File: src/rtl/vram_text_engine.sv
// Bulk text-plane sequencer on VRAM port A: clear, fill row, scroll up; CPU accesses always win the port.
// Optional feature macro VRAM_TEXT_SCROLL_DN_EN enables OP 11 = scroll down (otherwise OP 11 is illegal).
module vram_text_engine #(
  parameter int unsigned COLS = 80,
  parameter int unsigned ROWS = 50,
  parameter int unsigned AW   = 12,
  parameter int unsigned DW   = 24
) (
  input  logic          CLK,
  input  logic          RST_N,
  input  logic          CMD_VALID,
  output logic          CMD_READY,
  input  logic [1:0]    CMD_OP,
  input  logic [5:0]    CMD_ROW,
  input  logic [DW-1:0] CMD_DATA,
  output logic          BUSY,
  output logic          DONE,
  output logic          ERR,
  input  logic          CPU_WREN,
  input  logic          CPU_RDEN,
  input  logic [AW-1:0] CPU_ADDR,
  input  logic [2:0]    CPU_WEA,
  input  logic [DW-1:0] CPU_WRDATA,
  output logic [DW-1:0] CPU_RDDATA,
  output logic [AW-1:0] V_ADDR,
  output logic [2:0]    V_WEA,
  output logic [DW-1:0] V_DIN,
  input  logic [DW-1:0] V_DOUT
);

  localparam logic [AW-1:0] LAST_CELL     = AW'(ROWS * COLS - 1);
  localparam logic [AW-1:0] COLS_A        = AW'(COLS);
  localparam logic [AW-1:0] LAST_ROW_BASE = AW'((ROWS - 1) * COLS);
  localparam logic [6:0]    ROWS_7        = 7'(ROWS);
  localparam logic [31:0]   COLS_V        = 32'(COLS);

  typedef enum logic [2:0] {
    ST_IDLE,
    ST_FILL,
    ST_SRD,
    ST_SCAP,
    ST_SWR,
    ST_FIN
  } state_t;

  state_t          state_q, state_d;
  logic [AW-1:0]   addr_q, addr_d;
  logic [AW-1:0]   src_q, src_d;
  logic [AW-1:0]   last_q, last_d;
  logic [DW-1:0]   data_q, data_d;
  logic [DW-1:0]   capt_q, capt_d;
  logic            err_q, err_d;
`ifdef VRAM_TEXT_SCROLL_DN_EN
  logic            dn_q, dn_d;
`endif

  logic            cpu_req;
  logic [AW-1:0]   eng_addr;
  logic [2:0]      eng_wea;
  logic [DW-1:0]   eng_din;
  logic [AW-1:0]   row_base_w;

  // row * COLS as a sum of shifted copies, one per set bit of COLS
  function automatic logic [AW-1:0] row_base(input logic [5:0] row);
    logic [AW-1:0] acc;
    acc = '0;
    for (int unsigned i = 0; i < 32; i++) begin
      if (COLS_V[i]) acc = acc + (AW'(row) << i);
    end
    return acc;
  endfunction

  assign row_base_w = row_base(CMD_ROW);
  assign cpu_req    = CPU_WREN | CPU_RDEN;

  always_comb begin
    state_d  = state_q;
    addr_d   = addr_q;
    src_d    = src_q;
    last_d   = last_q;
    data_d   = data_q;
    capt_d   = capt_q;
    err_d    = err_q;
`ifdef VRAM_TEXT_SCROLL_DN_EN
    dn_d     = dn_q;
`endif
    eng_addr = '0;
    eng_wea  = '0;
    eng_din  = '0;
    case (state_q)
      ST_IDLE: begin
        if (CMD_VALID) begin
          data_d = CMD_DATA;
          err_d  = 1'b0;
          case (CMD_OP)
            2'b00: begin
              addr_d  = '0;
              last_d  = LAST_CELL;
              state_d = ST_FILL;
            end
            2'b01: begin
              addr_d  = '0;
              src_d   = COLS_A;
              last_d  = LAST_CELL - COLS_A;
`ifdef VRAM_TEXT_SCROLL_DN_EN
              dn_d    = 1'b0;
`endif
              state_d = ST_SRD;
            end
            2'b10: begin
              if ({1'b0, CMD_ROW} < ROWS_7) begin
                addr_d  = row_base_w;
                last_d  = row_base_w + COLS_A - AW'(1);
                state_d = ST_FILL;
              end else begin
                err_d   = 1'b1;
                state_d = ST_FIN;
              end
            end
            default: begin
`ifdef VRAM_TEXT_SCROLL_DN_EN
              addr_d  = LAST_CELL;
              src_d   = LAST_CELL - COLS_A;
              last_d  = COLS_A;
              dn_d    = 1'b1;
              state_d = ST_SRD;
`else
              err_d   = 1'b1;
              state_d = ST_FIN;
`endif
            end
          endcase
        end
      end
      ST_FILL: begin
        eng_addr = addr_q;
        eng_wea  = 3'b111;
        eng_din  = data_q;
        if (!cpu_req) begin
          if (addr_q == last_q) state_d = ST_FIN;
          else                  addr_d  = addr_q + AW'(1);
        end
      end
      ST_SRD: begin
        eng_addr = src_q;
        if (!cpu_req) state_d = ST_SCAP;
      end
      ST_SCAP: begin
        // read data is already on V_DOUT; capture regardless of who owns the port now
        eng_addr = src_q;
        capt_d   = V_DOUT;
        state_d  = ST_SWR;
      end
      ST_SWR: begin
        eng_addr = addr_q;
        eng_wea  = 3'b111;
        eng_din  = capt_q;
        if (!cpu_req) begin
          if (addr_q == last_q) begin
            addr_d  = LAST_ROW_BASE;
            last_d  = LAST_CELL;
`ifdef VRAM_TEXT_SCROLL_DN_EN
            if (dn_q) begin
              addr_d = '0;
              last_d = COLS_A - AW'(1);
            end
`endif
            state_d = ST_FILL;
          end else begin
            addr_d  = addr_q + AW'(1);
            src_d   = src_q + AW'(1);
`ifdef VRAM_TEXT_SCROLL_DN_EN
            if (dn_q) begin
              addr_d = addr_q - AW'(1);
              src_d  = src_q - AW'(1);
            end
`endif
            state_d = ST_SRD;
          end
        end
      end
      ST_FIN:  state_d = ST_IDLE;
      default: state_d = ST_IDLE;
    endcase
  end

  always_ff @(posedge CLK or negedge RST_N) begin
    if (!RST_N) begin
      state_q <= ST_IDLE;
      addr_q  <= '0;
      src_q   <= '0;
      last_q  <= '0;
      data_q  <= '0;
      capt_q  <= '0;
      err_q   <= 1'b0;
`ifdef VRAM_TEXT_SCROLL_DN_EN
      dn_q    <= 1'b0;
`endif
    end else begin
      state_q <= state_d;
      addr_q  <= addr_d;
      src_q   <= src_d;
      last_q  <= last_d;
      data_q  <= data_d;
      capt_q  <= capt_d;
      err_q   <= err_d;
`ifdef VRAM_TEXT_SCROLL_DN_EN
      dn_q    <= dn_d;
`endif
    end
  end

  always_comb begin
    V_ADDR = '0;
    V_WEA  = '0;
    V_DIN  = '0;
    if (RST_N) begin
      if (cpu_req) begin
        V_ADDR = CPU_ADDR;
        V_WEA  = CPU_WEA;
        V_DIN  = CPU_WRDATA;
      end else begin
        V_ADDR = eng_addr;
        V_WEA  = eng_wea;
        V_DIN  = eng_din;
      end
    end
  end

  assign CMD_READY  = RST_N && (state_q == ST_IDLE);
  assign BUSY       = (state_q != ST_IDLE);
  assign DONE       = (state_q == ST_FIN);
  assign ERR        = (state_q == ST_FIN) && err_q;
  assign CPU_RDDATA = V_DOUT;

endmodule
File: config.mk
export PLATFORM = sky130hd
export DESIGN_NAME = vram_text_engine
export DESIGN_NICKNAME = d
export VERILOG_FILES = /design/src/rtl/vram_text_engine.sv
export SDC_FILE = /design/constraint.sdc
export NUM_CORES = 1
export LEC_CHECK = 0
export CAP_MARGIN = 0
export CORE_MARGIN = 2
export CORE_UTILIZATION = 48
export DETAILED_ROUTE_END_ITERATION = 16
export PLACE_DENSITY_LB_ADDON = 0.1
export SYNTH_ARGS = -nofsm -noshare
export SYNTH_HDL_FRONTEND = slang
export SYNTH_SLANG_ARGS = --single-unit
File: constraint.sdc
create_clock -name CLK -period 3.1 [get_ports CLK]
set_input_delay 0.62 -clock CLK [delete_from_list [all_inputs] [get_ports CLK]]
set_output_delay 0.62 -clock CLK [all_outputs]
set_load 0.1 [all_outputs]
==> reports/results.md, run 1 <==
Logic synthesis
* **post-synthesis share of cell area spent on xor and xnor gates** 3.27%
* **sequential-to-total area share from yosys stat** 39.7%
* **Yosys reg bits** 85
* **area fraction in compound gates after synthesis** 16.8%
* **Simple-Gate Fraction of Synth Area** 19.6%
* **share of the synthesized area in the top cell type** 39.7%
* **largest area contributor in the netlist** dfrtp_1
* **Post-Synthesis Net Count** 682
* **count of unique library cells instantiated by Yosys** 64
* **post-synthesis cell area** 5360 sq um
* **adder-cell area share of the yosys netlist** 3.18%
* **top_reg_cell synth** dfrtp_1
* **commonest cells in the netlist** 85 x dfrtp_1, 79 x nor2_1, 50 x mux2_2
* **leading cell types by total area after synthesis** dfrtp_1 40%, mux2_2 11%, a221oi_1 5.9%, nor2_1 5.5%, nor3_1 4.3%
* **number of synthesis warnings** 0
* **fraction of registers with async set/reset** 100%
* **number of instances in the synthesized netlist** 569
* **most repeated cell in the gate-level netlist after synthesis** dfrtp_1
* **number of flops mapped to enable cells by yosys** 0
* **portion of netlist area occupied by mux cells** 10.5%
* **mean instance size in the synthesized netlist** 9.42 sq um
* **largest family of logic cells by synthesized area** simple AND/OR/NAND/NOR gates

Setup path
* **kind of start point of the critical path** flop
* **type of element capturing the critical path** primary output
* **Worst Path Required** 2.48 ns
* **Critical Path AT** 2.37 ns
* **launch instance of the worst register-to-register path** addr_q[3]
* **Worst Reg2Reg Path Length in Cells** 6
* **worst flop-to-flop path endpoint** addr_q[4]
* **Setup Crit Path Kind** reg2out
* **CP max FO** 19
* **setup slack of the most critical reg-to-reg path** 0.50 ns

Detailed routing
* **top metal layer carrying routed signals** met4
* **drt total wl** 16,500 microns
* **final routed DRC violation total** 0
* **number of nets with antenna violations after detailed routing** 0
* **met3 wire length** 1060 microns
* **met2 wire length** 8660 microns
* **via density per instance** 5.94
* **routed metal-1 wirelength** 6510 microns
* **Iteration-0 DRC Markers** 333
* **WL/cell** 19.2 microns
* **detailed-router iteration count before antenna repair** 6
* **number of vias in the routed layout** 5,100

Floorplan
* **Die Outline Area** 12,000 sq um
* **initial standard-cell utilization of the core** 49.2%
* **placeable core area** 10,900 sq um
* **std cell rows** 38
* **DIE WIDTH** 110 microns
* **height of the die** 110 microns
* **number of primary I/O pins** 167

Timing
* **Tmin final** 2.99 ns
* **final count of hold timing violations** 0
* **worst-case clock skew** 0.00291 ns
* **unrepaired setup endpoints after global routing** false
* **share of the clock period used by the worst path after layout** 96.4%
* **final sum of negative setup slack** 0 ns
* **Slew Viols, Final** 0
* **max_slew headroom** 44.1%
* **Worst Tran Pin Value** 0.839 ns
* **maximum clock rate** 0.335 GHz
* **number of failing setup endpoints in the final timing report** 0

Power
* **overall power of the completed layout** 6.03 mW
* **power density normalized to cell area** 748 nW/um^2
* **reported leakage power** 3.24 nW
* **highest ir drop seen on vdd** 0.470 mV

Clocking
* **library cell used as clock root buffer** clkbuf_8
* **Post-CTS Setup Bufs** 0
* **Longest Clk Path Bufs** 2
* **clock net sink count** 85
* **clock tree from TritonCTS** yes
* **clock transition at the registers of the reported paths** 0.09 ns
* **total CTS buffers** 9
* **clock latency on the worst-skew pair** 0.36 ns
* **CTS H-Tree Depth** 3

Finish
* **share of final-layout standard cells stronger than drive strength 1** 31.8%
* **diode count** 0
* **Area growth syn-to-layout** 50.4%
* **Final Net Count** 826

Run status
* **result of the run** finished clean

Place
* **buffers added on ports** 166
* **DP HPWL** 12,300 microns
* **GP Congestion** 0.885

Global route
* **Total GRT Usage** 28.7%
* **via count of the first global-routing pass** 5,222
* **pin count of the biggest net entering global routing** 64
* **Overflow after GRT** 0
* **first-pass GRT wire length** 26,300 microns
* **initial antenna violation count** 0

Flow run
* **max-capacitance violation count** 0

Min path
* **Hold/Removal Path Class** in2async

## per-layer routing
layer | up-vias | track usage [%]
met4 | 0 | 9.13
met1 | 2510 | 35.0
met5 | - | 0
li1 | 2373 | -
met2 | 199 | 50.8
met3 | 18 | 5.87
## metrics by stage
| stage | cells | worst slack (ns) | instance area (sq um) | hold slack (ns) | util, % |
|---|---|---|---|---|---|
| floorplan | 569 | -0.147 | 5750 | 0.324 | - |
| global placement | 842 | 0.126 | 7830 | 0.478 | 71.9 |
| detailed placement | 842 | 0.107 | 7830 | 0.487 | 71.9 |
| CTS | 858 | 0.0955 | 8060 | 0.275 | 74.0 |
| global route | 858 | 0.00850 | 8060 | 0.285 | 74.0 |
| finish | 858 | 0.112 | 8060 | 0.267 | 74.0 |
## flip-flops by register name, summed over array words and instances, names as in the netlist
register  flops
capt_q       24
data_q       24
addr_q       12
src_q        12
last_q        9
state_q       3
err_q         1
## layout make-up
cell class                      instances  area (sq um)
Inverter                                8          31.3
Sequential cell                        85          2130
Clock inverter                          5          83.8
Multi-Input combinational cell        415          3270
Clock buffer                           11           141
Timing Repair Buffer                  194          2230
Fill cell                             787          2830
Tap cell                              140           175
## layout by cell type, fill, tap and decap left out, types with 3 or more instances in the layout
cell type	netlist	layout
xnor2_1	14	14
buf_12	0	42
clkbuf_8	0	10
nand2_1	33	33
a31oi_1	11	11
buf_4	24	54
nor3_4	0	31
a21oi_1	17	14
mux2_2	50	50
and3_1	7	7
nor3_2	0	4
a41oi_1	3	3
o21ai_0	19	19
and4_2	3	3
o31ai_1	3	3
nor3_1	46	11
clkdlybuf4s50_1	0	98
ha_1	12	12
o22ai_1	3	3
nor2_1	79	76
nand4_1	5	5
nor2_2	1	3
xor2_1	6	6
a221oi_1	36	36
inv_1	8	7
a211oi_1	4	4
or2_2	3	3
and2_1	4	4
nand3_1	13	13
o2bb2ai_1	3	3
a21oi_2	2	5
dfrtp_1	85	84
## timing repair
action / in CTS / in global routing
hold endpoints to repair: 0 / 0
resized for setup: 1 / 1
hold buffers: 0 / 0
setup endpoints to repair: 12 / 1
## power breakdown
group / switching, mW / internal [mW]
Clock: 0.423 / 0.478
Sequential: 0.430 / 1.59
Combinational: 1.83 / 1.28
## how the worst max path moves through the flow
stage	start	end	slack, ns	cells after the start
2_1_floorplan	CPU_RDEN	V_WEA[0]	-0.15	5
3_3_place_gp	CPU_RDEN	V_ADDR[0]	0.13	7
3_5_place_dp	CPU_RDEN	V_ADDR[0]	0.11	7
4_1_cts	state_q[0]	V_ADDR[0]	0.1	8
5_1_grt	state_q[2]	V_ADDR[0]	0.008	5
6_report	state_q[2]	V_ADDR[0]	0.11	7
## logic make-up (layout without fill, tap and decap cells)
logic type,Yosys count,in the layout
AOI/OAI and AO/OA,119,119
xor gates and xnor gates,20,20
adders and majority gates,13,13
buffers and inverters,69,218
DFF,85,85
muxes,50,50
and+or+nand+nor,213,213
## critical path, stage by stage (launching register included)
cell	delay, ns
dfrtp_1	0.72
nand2b_1	0.20
o21ai_1	0.06
buf_4	0.22
a221oi_1	0.39
buf_4	0.19
nor3_4	0.04
buf_12	0.19
Note: power is estimated with default switching activity, not from simulation.
==> run 2: changes to the inputs <==
- CORE_MARGIN: 2 -> 1.5
- PLACE_DENSITY: default -> 0.82
- PLACE_DENSITY_LB_ADDON: 0.1 -> default
==> reports/results.md, run 2 (synthesized netlist as in run 1, its figures left out) <==
Global route
* **pin count of the biggest net entering global routing** 72
* **initial antenna violation count** 0
* **Overflow after GRT** 0
* **busiest layer in global routing** met2
* **grt met3 use** 7.35%
* **via count of the first global-routing pass** 5,311
* **GR met1 Demand/Resource** 35.8%
* **Total GRT Usage** 29.2%
* **first-pass GRT wire length** 26,600 microns
* **met2 usage** 50.0%

Setup path
* **worst flop-to-flop path endpoint** addr_q[4]
* **Worst Reg2Reg Path Length in Cells** 6
* **type of element capturing the critical path** primary output
* **setup slack of the most critical reg-to-reg path** 0.52 ns
* **end of the critical path** V_ADDR[11]
* **Setup Crit Path Kind** in2out
* **kind of start point of the critical path** primary input
* **Worst Path Required** 2.48 ns
* **CP max FO** 43
* **Critical Path AT** 2.39 ns
* **launch instance of the worst register-to-register path** addr_q[3]
* **critical path launch point** CPU_RDEN

Timing
* **number of failing setup endpoints in the final timing report** 0
* **Tmin final** 3.01 ns
* **maximum clock rate** 0.332 GHz
* **Fin Hold WS** 0.199 ns
* **share of the clock period used by the worst path after layout** 97.2%
* **worst-case clock skew** 0.00921 ns
* **max_slew headroom** 34.2%
* **final count of hold timing violations** 0
* **unrepaired setup endpoints after global routing** false
* **Slew Viols, Final** 0
* **Worst Tran Pin Value** 0.984 ns

Run status
* **result of the run** finished clean

Clocking
* **Longest Clk Path Bufs** 2
* **total CTS buffers** 9
* **clock latency on the worst-skew pair** 0.37 ns
* **clock net sink count** 85
* **library cell used as clock root buffer** clkbuf_8
* **Post-CTS Setup Bufs** 0
* **clock transition at the registers of the reported paths** 0.09 ns
* **CTS H-Tree Depth** 3
* **clock tree from TritonCTS** yes

Power
* **Net Sw Power** 2.68 mW
* **Sequential Power Share** 33.2%
* **reported leakage power** 3.25 nW
* **net switching share of the total power** 44.3%
* **power density normalized to cell area** 749 nW/um^2
* **Pint** 3.37 mW
* **highest ir drop seen on vdd** 0.597 mV
* **part of the power in the clock network** 14.8%
* **share of power burned in combinational logic** 52.0%
* **overall power of the completed layout** 6.05 mW

Flow run
* **max-capacitance violation count** 0

Detailed routing
* **via density per instance** 6.07
* **number of vias in the routed layout** 5,201
* **drt total wl** 16,400 microns
* **WL/cell** 19.2 microns
* **detailed-router iteration count before antenna repair** 5
* **Iteration-0 DRC Markers** 331
* **number of nets with antenna violations after detailed routing** 0
* **final routed DRC violation total** 0

Floorplan
* **initial standard-cell utilization of the core** 49.4%
* **height of the die** 109 microns
* **DIE WIDTH** 109 microns
* **number of primary I/O pins** 167
* **std cell rows** 38
* **Die Outline Area** 11,800 sq um
* **placeable core area** 10,800 sq um

Min path
* **Hold/Removal Path Class** in2async

Place
* **buffers added on ports** 166
* **Placed Cells** 841
* **DP HPWL** 12,400 microns
* **GP Congestion** 0.927

Finish
* **most common cell after layout, fill and taps aside** clkdlybuf4s50_1
* **share of final-layout standard cells stronger than drive strength 1** 31.8%
* **largest registers** capt_q (24), data_q (24)
* **Fillers** 756
* **Area growth syn-to-layout** 50.7%
* **Final Net Count** 825
* **commonest cells after routing, fill and taps aside** 98 x clkdlybuf4s50_1, 84 x dfrtp_1, 75 x nor2_1
* **diode count** 0
* **Finished Layout Cells** 857

[run 2: changes by cell type in the layout (fill, tap and decap cells not counted)]
cell | before | now
buf_4 | 54 | 51
clkinvlp_4 | 2 | 0
nor2_1 | 76 | 75
clkinv_2 | 1 | 2
nor2_2 | 3 | 4
buf_12 | 42 | 44
inv_6 | 0 | 1
[run 2: area by class of cell]
type / count / area, sq um / area share (%)
repair buffers: 193 / 2240 / 27.8
flip-flops and latches: 85 / 2130 / 26.4
inverters: 8 / 31.3 / 0.387
clock buffers: 11 / 141 / 1.75
multi-input cells: 415 / 3270 / 40.5
clock inverters: 5 / 82.6 / 1.02
well taps: 140 / 175 / 2.17
[run 2: power groups by stage]
stage	logic, mW	registers, mW	clock network [mW]
finish	3.15	2.01	0.896
global route	3.34	2.07	0.954
CTS	3.14	2.00	0.900
detailed placement	3.13	2.01	0
global placement	3.04	1.99	0
floorplan	2.25	1.86	0
[run 2: critical path, stage by stage]
cell and delay (ns):
clkdlybuf4s50_1 0.46, or2_2 0.34, buf_12 0.18, a221oi_1 0.34, buf_4 0.18, nor3_2 0.04
buf_12 0.20
[run 2: worst min path at each step]
stage                       endpoint  slack (ns)
after floorplan            addr_q[0]        0.32
after global placement         err_q        0.48
after detailed placement   capt_q[2]        0.49
after CTS                 last_q[10]        0.20
after global routing      last_q[10]        0.20
final                     last_q[10]        0.20
[run 2: per-stage QoR]
stage | setup slack [ns] | util (%) | cell area, sq um | setup TNS [ns]
after floorplan | -0.147 | - | 5750 | -0.654
after global placement | 0.0696 | 72.4 | 7850 | 0
after detailed placement | 0.0740 | 72.4 | 7850 | 0
after CTS | 0.0230 | 74.5 | 8070 | 0
after global routing | 0.0215 | 74.5 | 8080 | 0
final | 0.0854 | 74.5 | 8080 | 0
[run 2: timing repair]
| action | in CTS | in global routing |
|---|---|---|
| resized for setup | 1 | 2 |
| endpoints found under the setup margin | 12 | 10 |
| hold buffers | 0 | 0 |
[run 2: layer usage]
metal	routed length, microns	up-vias
met5	0	-
met4	441	0
met3	1430	36
met2	8280	255
met1	6270	2543
li1	-	2367
==> run 3: changes to the inputs <==
- HOLD_SLACK_MARGIN: default -> 0.1
==> results of run 3 <==
Final layout, timing and power as in run 2 (identical DEF).
